`src/rtl/load_timer_pkg.sv`:
```
// Shared types and defaults for the loadable counter/timer exercise set.
package load_timer_pkg;

    // Timer FSM states; IDLE must stay at the all-zero encoding so reset lands there.
    typedef enum logic [1:0] {
        IDLE = 2'b00,
        RUN  = 2'b01,
        HOLD = 2'b10
    } timer_state_t;

    localparam int TIMER_WIDTH_DEFAULT = 4;

endpackage : load_timer_pkg

```
`src/rtl/load_down_timer.sv`:
```
// Loadable down-counting timer with one-cycle expiry pulse, pause/abort
// control and optional auto-reload for periodic tick generation.
module load_down_timer
    import load_timer_pkg::*;
#(
    parameter int WIDTH = TIMER_WIDTH_DEFAULT
) (
    input  logic             clk,
    input  logic             reset,
    input  logic             load_valid_i,
    input  logic [WIDTH-1:0] load_val_i,
    input  logic             auto_reload_i,
    input  logic             pause_i,
    input  logic             abort_i,
    output logic             load_ready_o,
    output logic [WIDTH-1:0] count_o,
    output logic             busy_o,
    output logic             expire_o
);

    localparam logic [WIDTH-1:0] ZERO = '0;
    localparam logic [WIDTH-1:0] ONE  = WIDTH'(1);

    timer_state_t     state_q;
    logic [WIDTH-1:0] count_q;
    logic [WIDTH-1:0] reload_val_q;
    logic             reload_flag_q;
    logic             busy_q;
    logic             expire_q;
    logic             load_accept;

    // Loads are only taken in IDLE, and never while reset is asserted.
    assign load_ready_o = (state_q == IDLE) && !reset;
    assign load_accept  = load_valid_i && load_ready_o;

    assign count_o  = count_q;
    assign busy_o   = busy_q;
    assign expire_o = expire_q;

    // Timer FSM: reset > abort > pause > decrement/expiry; busy and expire are registered alongside the state.
    always_ff @(posedge clk) begin
        if (reset) begin
            state_q       <= IDLE;
            count_q       <= ZERO;
            reload_val_q  <= ZERO;
            reload_flag_q <= 1'b0;
            busy_q        <= 1'b0;
            expire_q      <= 1'b0;
        end else begin
            expire_q <= 1'b0;
            case (state_q)
                IDLE: begin
                    if (load_accept) begin
                        if (load_val_i != ZERO) begin
                            count_q       <= load_val_i;
                            reload_val_q  <= load_val_i;
                            reload_flag_q <= auto_reload_i;
                            busy_q        <= 1'b1;
                            state_q       <= RUN;
                        end else begin
                            // Zero-length timer: expire immediately without ever going busy.
                            count_q  <= ZERO;
                            expire_q <= 1'b1;
                        end
                    end
                end
                RUN: begin
                    if (abort_i) begin
                        count_q <= ZERO;
                        busy_q  <= 1'b0;
                        state_q <= IDLE;
                    end else if (pause_i) begin
                        state_q <= HOLD;
                    end else if (count_q > ONE) begin
                        count_q <= count_q - ONE;
                    end else begin
                        // Final tick: either restart the period or drop back to IDLE.
                        expire_q <= 1'b1;
                        if (reload_flag_q) begin
                            count_q <= reload_val_q;
                        end else begin
                            count_q <= ZERO;
                            busy_q  <= 1'b0;
                            state_q <= IDLE;
                        end
                    end
                end
                HOLD: begin
                    if (abort_i) begin
                        count_q <= ZERO;
                        busy_q  <= 1'b0;
                        state_q <= IDLE;
                    end else if (!pause_i) begin
                        // Resume without decrementing on this edge.
                        state_q <= RUN;
                    end
                end
                default: begin
                    count_q <= ZERO;
                    busy_q  <= 1'b0;
                    state_q <= IDLE;
                end
            endcase
        end
    end

endmodule : load_down_timer

```
`config.mk`:
```
export PLATFORM = sky130hd
export DESIGN_NAME = load_down_timer
export DESIGN_NICKNAME = d
export VERILOG_FILES = /design/src/rtl/load_timer_pkg.sv /design/src/rtl/load_down_timer.sv
export SDC_FILE = /design/constraint.sdc
export NUM_CORES = 1
export LEC_CHECK = 0
export ABC_AREA = 1
export CORE_ASPECT_RATIO = 0.9
export CORE_UTILIZATION = 55
export CTS_BUF_LIST = sky130_fd_sc_hd__clkbuf_2
export CTS_CLUSTER_SIZE = 8
export DETAILED_ROUTE_END_ITERATION = 10
export MAX_ROUTING_LAYER = met4
export PLACE_DENSITY = 0.85
export SYNTH_ARGS = -nofsm -noshare
export SYNTH_HDL_FRONTEND = slang
export SYNTH_SLANG_ARGS = --single-unit
```
`constraint.sdc`:
```
create_clock -name clk -period 3.4 [get_ports clk]
set_input_delay 0.85 -clock clk [delete_from_list [all_inputs] [get_ports clk]]
set_output_delay 0.85 -clock clk [all_outputs]
set_load 0.05 [all_outputs]
```
* Word level (Yosys, flattened, before mapping)
Index checks and enable logic that the tools add are counted.
Storage, ports and cells: register bits after elaboration 13, input port bits 10, output and inout port bits 7, logic and storage cells 59
Cells by class: add/sub/neg operators 1, magnitude comparators 1, equality and inequality tests 11, multiplexer cells 31, reductions and logical operators 9
Operators with widths (number):
- 2-to-1 mux 4 bit | 7
- 2-to-1 mux 2 bit | 8
- 2-to-1 mux 1 bit | 12
- != test 3 bit, second input constant | 4
- case mux 4 bit (3 select lines) | 1
- != test 4 bit, second input constant | 2
- case mux 2 bit (3 select lines) | 1
- AND reduction 3 bit | 2
- AND reduction 6 bit | 1
- AND reduction 5 bit | 1
- greater-than comparator 4 x 1 -> 1 bit, second input constant | 1
- != test 2 bit, second input constant | 2
- nonzero test 4 bit | 1
- subtractor 4 x 1 -> 4 bit, second input constant | 1
- case mux 1 bit (3 select lines) | 1
- equality test 2 x 1 -> 1 bit, second input constant | 1
- equality test 2 bit, second input constant | 1
- logical AND 1 bit | 2
- zero test 2 bit | 1
- != test 2 x 1 -> 1 bit, second input constant | 1
- case mux 1 bit (2 select lines) | 1
- zero test 1 bit | 1

* Longest topological paths before layout
word-level depth 5, depth in mapped cells 11, gate-level depth less buffers 11

* Worst setup path after synthesis
Ideal clock, no wire load.
path type input port to output port, start point in reset, end point out load_ready_o, data arrival time 1.145 ns, data required time 2.550 ns, path slack 1.405 ns, stages 1, path buffers 0, path through nor2_4
Between the ends: cells in the longest elaborated chain, start to end 2
RTL lines:
- start, declared | line load_down_timer.sv:9 | input logic reset,
- zero test 1 bit | line load_down_timer.sv:33 | assign load_ready_o = (state_q == IDLE) && !reset;
- logical AND 1 bit | line load_down_timer.sv:33
- end, declared | line load_down_timer.sv:15 | output logic load_ready_o,
No other way between the ends.

* Worst setup path after layout
Ends and elaborated chain as after synthesis.

==> metrics.cfg <==
[timing]
tightest_slew_ns = 0.4935
max_clock_freq_mhz = 383.3
fin_setup_tns_ns = 0
rsz0062_at_grt = no
fin_ws_ns = 0.7908
final.min_clock_period_ns = 2.609
slew_headroom_pct = 67.00
hold_viol_final = 0
finalCritPeriodShare_pct = 76.74
setup_viol = 0
finalMaxSlewViolations = 0
fin_skew_ns = 0.005926

[route]
wl_per_cell_um = 10.67
wl_met2_um = 812
drt_first_iter_violations = 18
highest_layer = met4
viasPerCell = 5.148
first_pass_iters = 4
wirelength_mm = 1.804
ant_nets = 0
dr_total_vias = 870
drc = 0
wl_met1_um = 874
routed-wl-met3_um = 86

[synth]
synth_top_family_by_area = simple AND/OR/NAND/NOR gates
yosys.area_share.simple_pct = 42.70
synth_cells = 136
synthXorXnorAreaFrac_pct = 0
syn_avg_cell_area_sq_um = 5.925
synth-seq-cells = 13
syn_nets = 148
synth_cell_types = 15
muxShareOfSynthArea_pct = 0
synth_area_sq_um = 805.8
synth_compound_area_share_pct = 11.65
ys_warn_count = 0
ys_seq_area_share_pct = 32.30
synth-adder-area-share_pct = 3.106

[cells_and_area]
final_common_cell = nand2_1
nets = 168
area_delta_synth_final_pct = 23.76
layout_common_cells = nand2_1 (33), nor2_1 (32), inv_1 (19)
fin_area_sq_um = 997.2
drive_above_1_share_pct = 7.742
diodes = 0
fillerInstances = 114

[critical_path]
arrival_ns = 1.76
cpMaxStageDelayCell = clkdlybuf4s50_1
crit_type = input port to output pin
cp-end-kind = output pin
cp_data_required_time_ns = 2.55
cp_max_fo = 5
crit_chain = clkdlybuf4s50_1 -> nor2_4 -> buf_4
max_stage_delay_ns = 0.52
startpoint_type = input port

[power_and_ir_drop]
power.share.combinational_pct = 46.9
power_density_nw_per_um2 = 510.7
pwr-share-seq_pct = 36.8
p_leak_nw = 0.4880
p_clk_share_pct = 16.3
intPower_mw = 0.2810
vdd_drop_max_v = 0.0003191
p_sw_share_pct = 44.82
power_switching_mw = 0.2282

[place]
placed_area_sq_um = 977.2
hpwl_mm = 1.454
place.gp.congestion = 0.7942
preCtsSetupSlack_ns = 0.7851
place.port_buffers = 16

[global_route]
grt_pass1_vias = 767
grt_pass1_wl_mm = 3.111
grt_max_degree = 12
grt_use_total_pct = 27.68
grt-ovfl-total = 0
antenna_found_initial = 0

[floorplanning]
die_y_um = 38.31
start_util_pct = 62.40
die_w_um = 42.35
core_sq_um = 1291
die-area_sq_um = 1622
rows = 12
ios = 17

[clock_network]
cts_tree = built
clk_pin_slew_ns = 0.14
cts_setup_buffers = 0
htreeDepth = 1
cts_max_path_buffers = 2
cts_buffers = 3
hold_buffers = 0
clock-sinks = 13
cts-resized-gates = 0
cts-root-buf = clkbuf_2
clk_latency_ns = 0.29

[job]
maxCapViolations = 0

[worst_hold_path]
hold_class = flop to flop

[outcome]
status = completed

critical path, delay by kind of cell:
kind,cells,cell delay [ns]
simple gates,1,0.18
buf+inv,2,0.73
flip-flops by register name, indices dropped and copies added (netlist names):
signal / count
count_o: 4
reload_flag_q: 1
busy_o: 1
state_q: 2
reload_val_q: 4
expire_o: 1
cells by family after synthesis:
kind of cell | after synthesis
buffers and inverters | 22
AO/OA/AOI/OAI | 18
flip-flops | 13
AND/OR/NAND/NOR | 81
adder cells (fa/ha/maj) | 2
synth_stat cells, drive strengths merged:
cell / number / area, sq um
a21oi: 6 / 30.03
clkbuf: 1 / 3.750
dfxtp: 13 / 260.3
ha: 2 / 25.02
inv: 21 / 78.83
nand2: 34 / 130.1
nand3: 12 / 65.06
nand4: 1 / 6.260
nor2: 34 / 142.6
o21ai: 12 / 63.81
through the flow:
step,hold slack [ns],util (%),total power [mW],std cells
after floorplan,0.4298,-,0.3619,136
after global placement,0.4412,75.68,0.4216,165
after detailed placement,0.4481,75.68,0.4284,165
after CTS,0.4666,77.23,0.5102,169
after global routing,0.4969,77.23,0.5480,169
final,0.4665,77.23,0.5093,169
worst paths after layout:
path / from / endpoint / slack (ns) / cells past startpoint
worst max-delay path: reset / load_ready_o / 0.79 / 3
worst min-delay path: reload_val_q[2] / reload_val_q[2] / 0.47 / 2
worst max register to register: count_o[0] / count_o[2] / 1.87 / 11
worst min register to register: reload_val_q[2] / reload_val_q[2] / 0.47 / 2
power groups by stage:
stage | combinational [mW] | clock [mW] | sequential [mW]
final | 0.239 | 0.0830 | 0.187
after global routing | 0.268 | 0.0902 | 0.190
after CTS | 0.239 | 0.0842 | 0.187
after detailed placement | 0.238 | 0 | 0.191
after global placement | 0.232 | 0 | 0.190
after floorplan | 0.135 | 0 | 0.227
cell type report:
class / count / area [sq um] / share of cell area (%)
flip-flops and latches: 13 / 260.3 / 26.10
inverters: 21 / 78.83 / 7.905
clock buffers: 3 / 15.01 / 1.506
clock inverters: 1 / 5.005 / 0.5019
repair buffers: 16 / 157.7 / 15.81
multi-input cells: 101 / 462.9 / 46.42
well taps: 14 / 17.52 / 1.757
metal layers:
metal,global-route usage [%],vias up
met5,-,-
met4,15.63,0
met3,10.85,6
met2,43.08,23
met1,30.90,379
li1,-,462
Note: power is estimated with default switching activity, not from simulation.
